### src/rtl/pipe_pkg.sv
// Shared stage-payload layouts and entry tags for the inter-stage pipeline registers.
package pipe_pkg;

  typedef struct packed {
    logic [31:0] pc;
    logic [31:0] instr;
  } if_id_t;

  typedef struct packed {
    logic [31:0] pc;
    logic [31:0] rs1_val;
    logic [31:0] rs2_val;
    logic [31:0] imm;
    logic [4:0]  rd;
    logic [7:0]  ctrl;
  } id_ex_t;

  typedef struct packed {
    logic [31:0] pc;
    logic [31:0] alu_res;
    logic [31:0] store_data;
    logic [4:0]  rd;
    logic [3:0]  ctrl;
  } ex_mem_t;

  typedef struct packed {
    logic [31:0] pc;
    logic [31:0] wb_data;
    logic [4:0]  rd;
    logic        wb_en;
  } mem_wb_t;

  localparam int unsigned IF_ID_W  = $bits(if_id_t);
  localparam int unsigned ID_EX_W  = $bits(id_ex_t);
  localparam int unsigned EX_MEM_W = $bits(ex_mem_t);
  localparam int unsigned MEM_WB_W = $bits(mem_wb_t);

  localparam int unsigned WORD_W = 32;

  // Valid/QED tag of one held entry; the stage keeps the payload beside it so DATA_W stays free.
  typedef struct packed {
    logic valid;
    logic qed;
  } entry_tag_t;

  typedef struct packed {
    logic              valid;
    logic              qed;
    logic [WORD_W-1:0] data;
  } entry_t;

endpackage

### src/rtl/sat_counter.sv
// Width-parametrised saturating up-counter with enable and asynchronous active-low clear.
module sat_counter #(
  parameter int unsigned W = 16
) (
  input  logic         clk,
  input  logic         reset_n,
  input  logic         en,
  output logic [W-1:0] cnt
);

  logic [W-1:0] cnt_q;

  always_ff @(posedge clk or negedge reset_n) begin
    if (!reset_n) begin
      cnt_q <= '0;
    end else if (en && (cnt_q != '1)) begin
      cnt_q <= cnt_q + W'(1);
    end
  end

  assign cnt = cnt_q;

endmodule

### src/rtl/pipe_stage_reg.sv
// Valid/ready pipeline stage register with a 2-entry skid buffer, flush, QED sideband
// clear and a saturating stall counter.
module pipe_stage_reg #(
  parameter int unsigned DATA_W     = 32,
  parameter bit          CLEAR_DATA = 1'b1,
  parameter int unsigned CNT_W      = 16
) (
  input  logic              clk,
  input  logic              reset_n,
  input  logic              outside_reset,
  input  logic              flush,
  input  logic              in_valid,
  output logic              in_ready,
  input  logic [DATA_W-1:0] in_data,
  input  logic              in_qed_vld,
  output logic              out_valid,
  input  logic              out_ready,
  output logic [DATA_W-1:0] out_data,
  output logic              out_qed_vld,
  output logic [CNT_W-1:0]  stall_cnt
);

  import pipe_pkg::*;

  entry_tag_t        main_tag_q, main_tag_d, skid_tag_q, skid_tag_d, in_tag;
  logic [DATA_W-1:0] main_data_q, main_data_d, skid_data_q, skid_data_d;
  logic              in_ready_q;
  logic              push, pop, stall_en;

  assign in_ready    = in_ready_q;
  assign out_valid   = main_tag_q.valid;
  assign out_data    = main_data_q;
  assign out_qed_vld = main_tag_q.valid & main_tag_q.qed;

  assign push     = in_valid & in_ready_q;
  assign pop      = main_tag_q.valid & out_ready;
  assign stall_en = main_tag_q.valid & ~out_ready;

  always_comb begin
    main_tag_d  = main_tag_q;
    skid_tag_d  = skid_tag_q;
    main_data_d = main_data_q;
    skid_data_d = skid_data_q;
    in_tag      = '{valid: 1'b1, qed: in_qed_vld};

    if (flush) begin
      main_tag_d.valid = 1'b0;
      skid_tag_d.valid = 1'b0;
      if (CLEAR_DATA) begin
        main_data_d = '0;
        skid_data_d = '0;
      end
    end else begin
      case ({main_tag_q.valid, skid_tag_q.valid})
        2'b00: begin
          if (push) begin
            main_tag_d  = in_tag;
            main_data_d = in_data;
          end
        end
        2'b10: begin
          if (push && pop) begin
            main_tag_d  = in_tag;
            main_data_d = in_data;
          end else if (push) begin
            skid_tag_d  = in_tag;
            skid_data_d = in_data;
          end else if (pop) begin
            main_tag_d.valid = 1'b0;
          end
        end
        2'b11: begin
          if (pop) begin
            main_tag_d       = skid_tag_q;
            main_data_d      = skid_data_q;
            skid_tag_d.valid = 1'b0;
          end
        end
        default: begin
          // Unreachable skid-only state: promote the skid entry so nothing is lost.
          main_tag_d       = skid_tag_q;
          main_data_d      = skid_data_q;
          skid_tag_d.valid = 1'b0;
        end
      endcase
    end

    // Applied last so an entry pushed in the same cycle also lands with qed=0.
    if (outside_reset) begin
      main_tag_d.qed = 1'b0;
      skid_tag_d.qed = 1'b0;
    end
  end

  always_ff @(posedge clk or negedge reset_n) begin
    if (!reset_n) begin
      main_tag_q <= '0;
      skid_tag_q <= '0;
      in_ready_q <= 1'b1;
    end else begin
      main_tag_q <= main_tag_d;
      skid_tag_q <= skid_tag_d;
      in_ready_q <= ~skid_tag_d.valid;
    end
  end

  if (CLEAR_DATA) begin : g_data_rst
    always_ff @(posedge clk or negedge reset_n) begin
      if (!reset_n) begin
        main_data_q <= '0;
        skid_data_q <= '0;
      end else begin
        main_data_q <= main_data_d;
        skid_data_q <= skid_data_d;
      end
    end
  end else begin : g_data_norst
    always_ff @(posedge clk) begin
      main_data_q <= main_data_d;
      skid_data_q <= skid_data_d;
    end
  end

  sat_counter #(
    .W(CNT_W)
  ) u_stall_cnt (
    .clk     (clk),
    .reset_n (reset_n),
    .en      (stall_en),
    .cnt     (stall_cnt)
  );

endmodule

### config.mk
export PLATFORM = sky130hd
export DESIGN_NAME = pipe_stage_reg
export DESIGN_NICKNAME = d
export VERILOG_FILES = /design/src/rtl/pipe_pkg.sv /design/src/rtl/sat_counter.sv /design/src/rtl/pipe_stage_reg.sv
export SDC_FILE = /design/constraint.sdc
export NUM_CORES = 1
export LEC_CHECK = 0
export BUFFER_PORTS_ARGS = -buffer_cell sky130_fd_sc_hd__buf_2
export CAP_MARGIN = 10
export CORE_UTILIZATION = 54
export CTS_BUF_LIST = sky130_fd_sc_hd__clkbuf_16
export DETAILED_ROUTE_END_ITERATION = 8
export GPL_TIMING_DRIVEN = 0
export HOLD_SLACK_MARGIN = 0.12
export MAX_ROUTING_LAYER = met4
export PLACE_DENSITY = 0.81
export SYNTH_ARGS = -nofsm -noshare
export SYNTH_HDL_FRONTEND = slang
export SYNTH_HIERARCHICAL = 1
export SYNTH_SLANG_ARGS = --single-unit
export TNS_END_PERCENT = 50
### constraint.sdc
create_clock -name clk -period 1.9 [get_ports clk]
set_clock_uncertainty 0.15 [all_clocks]
set_input_delay 0.285 -clock clk [delete_from_list [all_inputs] [get_ports clk]]
set_output_delay 0.285 -clock clk [all_outputs]
set_load 0.005 [all_outputs]
==> results_dict.tcl, run 1 <==
set metrics [dict create \
    grt_pass1_vias 3252 \
    ys_seq_elements 85 \
    gp_congestion 0.7907 \
    synthCells 314 \
    ys_types 44 \
    areaGrowthSynthToFinish_pct 33.42 \
    path_buf_inv 2 \
    p_sw_frac 0.2577 \
    num_rows 30 \
    vias_per_cell 5.879 \
    ant_nets 0 \
    crit_type "reg2reg" \
    htree_levels 3 \
    drc 0 \
    stdcell_area_sq_um 5210 \
    clkLatencyLatePin_ps 330 \
    boundaryPins 90 \
    fin_crit_ps 1824 \
    clockPowerShare 0.407 \
    peakVddDrop_mv 0.5580 \
    cts_buffers 9 \
    p_leak_nw 2.713 \
    synth_nets 354 \
    wl_per_cell_um 17.81 \
    routed_wirelength_um 9833 \
    setup-tns-final_ps 0 \
    cp-start-kind "flop" \
    finalSetupViolCount 0 \
    dp.cells 499 \
    io_buffers 88 \
    dieArea_sq_um 7576 \
    arrival_ps 1890 \
    diodes 0 \
    crit_family "simple AND/OR/NAND/NOR gates" \
    cp-end-kind "flop" \
    synth_ff_type "dfrtp_1" \
    initial_core_util 0.5654 \
    p_switching_mw 1.177 \
    fin_total_pwr_mw 4.568 \
    coreArea_sq_um 6907 \
    drt_iter0_drc 217 \
    seq_area_frac_synth 0.5450 \
    comb_power_share 0.140 \
    vias 3245 \
    netlist_area_sq_um 3905 \
    drv_slew 0 \
    p_seq_frac 0.453 \
    required_ps 1970 \
    grt_usage 0.2823 \
    synth_warnings 6 \
    critical_path.max_fanout 14 \
    status "complete, no violations" \
    drive_above_1_share 0.3180 \
    syn_area_per_cell_sq_um 12.44 \
    crit_chain "nand2b_1 -> inv_4 -> buf_8 -> nand2_2 -> nor4_4 -> nand4_1 -> xnor2_1" \
    maxSlewHeadroom 0.6757 \
    max_freq_mhz 548.3 \
    drt_first_pass_iters 4 \
    post-route-period-util 0.9599 \
    die_y_um 87.04 \
    antenna_found_initial 0 \
    p_int_mw 3.391 \
    max_stage_delay_ps 390 \
    hold_slack_ps 152.4 \
    cp_slowest_cell "dfrtp_1" \
    grt-ovfl-total 0 \
    cts_tree "done" \
    hold_viol_final 0 \
    cap_violations 0 \
    place_area_sq_um 4496 \
    root_buffer "clkbuf_16" \
    hp-class "in2reg" \
    dp_hpwl_um 6310 \
    cts_buffer_depth 2 \
    synth_edf_count 0 \
    cts_num_sinks 85 \
    pwr_density_cell_nw_per_um2 876.8 \
    postSynth.asyncResetShare 1.000 \
    worstMarginPinSlew_ps 486.4 \
    fin_cells 552 \
    grt_pass1_wl_um 15790 \
    grt_max_degree 61 \
    die_x_um 87.04 \
    clk_pin_slew_worst_paths_ps 60 \
    nets 492 \
]
[kinds of logic after synthesis]
group / count (synthesis) / share of synthesized area
AO/OA/AOI/OAI: 85 / 0.1737
XOR/XNOR: 7 / 0.01570
adder cells (fa/ha/maj): 1 / 0.003204
buffers and inverters: 27 / 0.03877
flip-flops: 85 / 0.5450
multiplexers: 35 / 0.09036
AND/OR/NAND/NOR: 74 / 0.1333
[per-layer routing]
metal / track usage / vias up / share of wire
met5: - / - / 0
met1: 0.3584 / 1613 / 0.44
li1: - / 1500 / -
met4: 0.09848 / 0 / 0.013
met3: 0.04455 / 15 / 0.047
met2: 0.4624 / 117 / 0.50
[worst paths after layout]
| check | startpoint | end | slack (ps) | cells after the start |
|---|---|---|---|---|
| worst min-delay path | out_ready | skid_tag_q[0] | 150 | 4 |
| min in group asynchronous | reset_n | out_data[26] | 250 | 2 |
| worst min register to register | out_data[25] | out_data[25] | 320 | 1 |
| worst max-delay path | out_valid | u_stall_cnt/cnt[14] | 80 | 7 |
| max in group asynchronous | reset_n | in_ready | 700 | 3 |
| worst max register to register | out_valid | u_stall_cnt/cnt[14] | 80 | 7 |
[state kept, by name (all words and copies together) (netlist names)]
name and flops:
out_data 32, skid_data_q 32, u_stall_cnt/cnt 16, skid_tag_q 2, in_ready 1, main_tag_q 1, out_valid 1
[cell type report]
cell class / count / area (sq um)
fill: 484 / 1697
timing repair buffer: 127 / 843.3
clock inverter: 6 / 87.58
tap: 96 / 120.1
sequential: 85 / 2128
buffer: 23 / 146.4
inverter: 4 / 17.52
clock buffer: 9 / 225.2
multi-input combinational: 202 / 1642
[power groups by stage]
stage | logic (mW) | clock network [mW] | registers, mW
after detailed placement | 0.546 | 0 | 2.09
after global routing | 0.697 | 1.95 | 2.08
after floorplan | 0.271 | 0 | 2.08
final | 0.638 | 1.86 | 2.07
after CTS | 0.611 | 1.87 | 2.05
after global placement | 0.518 | 0 | 2.08
[worst register-to-register path, cell delays in order, from the launching register on]
cell,delay [ps]
dfrtp_1,390
nand2b_1,140
inv_4,100
buf_8,160
nand2_2,120
nor4_4,350
nand4_1,150
xnor2_1,150
[metrics by stage]
step	util	setup slack, ps
CTS	0.7491	69.86
global route	0.7543	-32.74
finish	0.7543	76.12
detailed placement	0.6509	-265.6
floorplan	-	88.66
global placement	0.6466	-261.1
[cell usage after synthesis (2+ instances only)]
library cell,count,area share
nor4_1,33,0.053
a31oi_1,4,0.0064
nor2_1,2,0.0019
a21oi_1,4,0.0051
a21oi_2,2,0.0045
a21o_1,33,0.063
buf_4,10,0.019
nor4_4,2,0.011
xnor2_1,5,0.011
and3_1,2,0.0032
nand4_1,8,0.013
mux2i_1,33,0.085
a22o_1,32,0.072
nand3_1,7,0.0090
nor3_2,2,0.0051
buf_1,2,0.0019
xor2_1,2,0.0045
buf_2,10,0.013
nand2_1,6,0.0058
inv_1,3,0.0029
o21a_1,6,0.012
dfrtp_1,84,0.54
[placed cells by master (no fill, tap or decap), drive strengths merged, types with 5 or more instances in the layout]
master,n
nor4,35
dlygate4sd3,35
dfrtp,84
xnor2,5
a21oi,6
nand4,10
clkbuf,10
a21o,33
o21a,6
buf,114
mux2i,33
nand3,8
inv,5
nand2,6
a22o,32
[what timing repair did]
action / CTS / global route
hold buffers: 35 / 0
pin swaps: 0 / 2
resized for setup: 3 / 5
endpoints found under the setup margin: 10 / 5
endpoints found under the hold margin: 118 / 0
buffers inserted: 1 / 2
(Power assumes the default switching activity.)
==> run 2, diff against run 1 <==
- ABC_AREA: default -> 1
- CORE_UTILIZATION: 54 -> 55
==> run 2 against run 1 <==
Sequential power is essentially flat. Critical endpoint is now u_stall_cnt/cnt[8]. Worst setup slack improved by 53 ps. Core utilization decreased by 2.8 points. Critical path depth up 2. Via count grew 28%. Highest routed layer unchanged. Synthesized area is 12% higher.
==> results_dict.tcl, run 2 <==
set metrics [dict create \
    post-synth-top-count-cell "nand2_1" \
    busiest_layer "met2" \
    vias 4161 \
    coreArea_sq_um 7687 \
    grt_usage 0.2899 \
    grt_pass1_wl_um 18660 \
    mostFrequentLayoutCells "nand2_1 (171), buf_2 (100), dfrtp_1 (84)" \
    post-route-period-util 0.9318 \
    dp_hpwl_um 7272 \
    pwr_density_cell_nw_per_um2 814.7 \
    drv_slew 0 \
    clk_pin_slew_worst_paths_ps 60 \
    nets 715 \
    status "complete, no violations" \
    crit_family "simple AND/OR/NAND/NOR gates" \
    peakVddDrop_mv 0.5160 \
    synthTopCellsByCount "nand2_1 (171), dfrtp_1 (84), nor2_1 (82)" \
    drt_first_pass_iters 7 \
    synth_edf_count 0 \
    synthSimpleGateAreaFrac 0.3074 \
    hold_slack_ps 177.8 \
    final_common_cell "nand2_1" \
    synth_top_family_by_area "simple AND/OR/NAND/NOR gates" \
    io_buffers 88 \
    grt_pass1_vias 4042 \
    cts_buffer_depth 2 \
    htree_levels 3 \
    synth-compound-area-share 0.1176 \
    syn_area_per_cell_sq_um 8.065 \
    root_buffer "clkbuf_16" \
    maxSlewHeadroom 0.7066 \
    stdcell_area_sq_um 5580 \
    path_buf_inv 2 \
    synth_nets 581 \
    die_x_um 91.07 \
    rsz0062_at_grt "false" \
    fin_crit_ps 1770 \
    synthXorXnorAreaFrac 0.01204 \
    cts_buffers 9 \
    cpMostUsedCell "nor2_4" \
    yosys.area.top_type_share 0.4818 \
    initial_core_util 0.5675 \
    hp-class "in2reg" \
    synth-adder-area-share 0.002868 \
    comb_power_share 0.178 \
    cp-start-kind "flop" \
    areaGrowthSynthToFinish_pct 27.90 \
    ys_seq_elements 85 \
    routed_wirelength_um 11040 \
    synth_warnings 6 \
    max_freq_mhz 564.8 \
    p_switching_mw 1.343 \
    drc 0 \
    hold_viol_final 0 \
    cp_slowest_cell "dfrtp_1" \
    boundaryPins 90 \
    ant_nets 0 \
    p_seq_frac 0.460 \
    max_stage_delay_ps 450 \
    met3_usage 0.03853 \
    dieArea_sq_um 8293 \
    grt-ovfl-total 0 \
    p_sw_frac 0.2955 \
    required_ps 1970 \
    vias_per_cell 5.321 \
    cts_tree "done" \
    die_y_um 91.07 \
    clockPowerShare 0.362 \
    synth_ff_type "dfrtp_1" \
    p_leak_nw 2.901 \
    post-cts-setup-buffers 0 \
    clkLatencyLatePin_ps 340 \
    cp-end-kind "flop" \
    crit_chain "ha_2 -> inv_2 -> nor2_4 -> nand2_2 -> nor2_4 -> nor2_4 -> buf_6 -> nand2_1 -> nand2_1" \
    seq_area_frac_synth 0.4878 \
    synthCells 541 \
    cts_num_sinks 85 \
    wl_per_cell_um 14.12 \
    drt_iter0_drc 276 \
    antenna_found_initial 0 \
    gp_congestion 0.8803 \
    arrival_ps 1840 \
    critical_path.max_fanout 10 \
    met2_usage 0.4899 \
    netlist_top_cells_area "dfrtp_1 (48%), nand2_1 (15%), nor2_1 (7.1%), o21ai_2 (6.0%), o21ai_0 (4.8%)" \
    num_rows 32 \
    cap_violations 0 \
    synth_mux_area_frac 0 \
    grtUsageMet1 0.3522 \
    drive_above_1_share 0.2691 \
    finalSetupViolCount 0 \
    postSynth.asyncResetShare 1.000 \
    yosys.area.top_type "dfrtp_1" \
    netlist_area_sq_um 4363 \
    p_int_mw 3.203 \
    worstMarginPinSlew_ps 440.2 \
    diodes 0 \
    crit_type "reg2reg" \
    grt_max_degree 73 \
    place_area_sq_um 4961 \
    ys_types 27 \
]
==> run 2: power groups by stage <==
stage          combinational, mW  sequential [mW]  clock [mW]
2_1_floorplan              0.431             2.11           0
3_3_place_gp               0.715             2.12           0
3_5_place_dp               0.745             2.12           0
4_1_cts                    0.804             2.09        1.65
5_1_grt                    0.900             2.11        1.72
6_report                   0.808             2.09        1.65
==> run 2: worst reg2reg max path, stage by stage (launching register included) <==
cell and delay (ps):
dfrtp_1 450, ha_2 280, inv_2 80, nor2_4 120, nand2_2 90, nor2_4 140
nor2_4 60, buf_6 150, nand2_1 70, nand2_1 60
==> run 2: per-layer routing <==
metal / wire, um / vias to the layer above
met4: 278 / 0
met1: 4610 / 1981
li1: - / 1996
met5: 0 / -
met2: 5572 / 154
met3: 580 / 30
==> run 2: worst paths after layout <==
check	start	slack, ps	end	cells after the start
setup / recovery	u_stall_cnt/cnt[0]	130	u_stall_cnt/cnt[8]	9
hold / removal	in_qed_vld	180	skid_tag_q[0]	5
setup reg to reg	u_stall_cnt/cnt[0]	130	u_stall_cnt/cnt[8]	9
hold reg to reg	skid_data_q[13]	320	skid_data_q[13]	2
max in group asynchronous	reset_n	790	skid_data_q[17]	3
min in group asynchronous	reset_n	200	out_data[23]	2
==> run 2: kinds of logic (layout without fill, tap and decap cells) <==
family                   count (synthesis)  in the layout
AO/OA/AOI/OAI                           78             78
AND/OR/NAND/NOR                        316            316
adder cells (fa/ha/maj)                  1              1
flip-flops                              85             85
XOR/XNOR                                 6              6
buffers and inverters                   55            194
==> run 2: area by class of cell <==
cell class | instances | area, sq um
clock buffers | 9 | 225.2
inverters | 27 | 103.9
flip-flops and latches | 85 | 2128
repair buffers | 123 | 810.8
fillers | 619 | 2107
multi-input cells | 401 | 1922
clock inverters | 7 | 51.30
plain buffers | 28 | 211.5
well taps | 102 | 127.6
==> run 2: what timing repair did <==
item / 4_1_cts / 5_1_grt
endpoints found under the setup margin: 0 / 8
resized for setup: 0 / 1
hold buffers: 34 / 0
hold endpoints to repair: 119 / 0
==> run 2: metrics by stage <==
| stage | power (mW) | util | TNS, ps | cells | setup WS (ps) |
|---|---|---|---|---|---|
| detailed placement | 2.866 | 0.6453 | 0 | 732 | 89.10 |
| CTS | 4.548 | 0.7256 | 0 | 782 | 79.48 |
| global route | 4.731 | 0.7259 | 0 | 782 | 30.66 |
| finish | 4.546 | 0.7259 | 0 | 782 | 129.5 |
| global placement | 2.831 | 0.6414 | -26170 | 731 | -318.0 |
| floorplan | 2.541 | - | 0 | 541 | 267.8 |
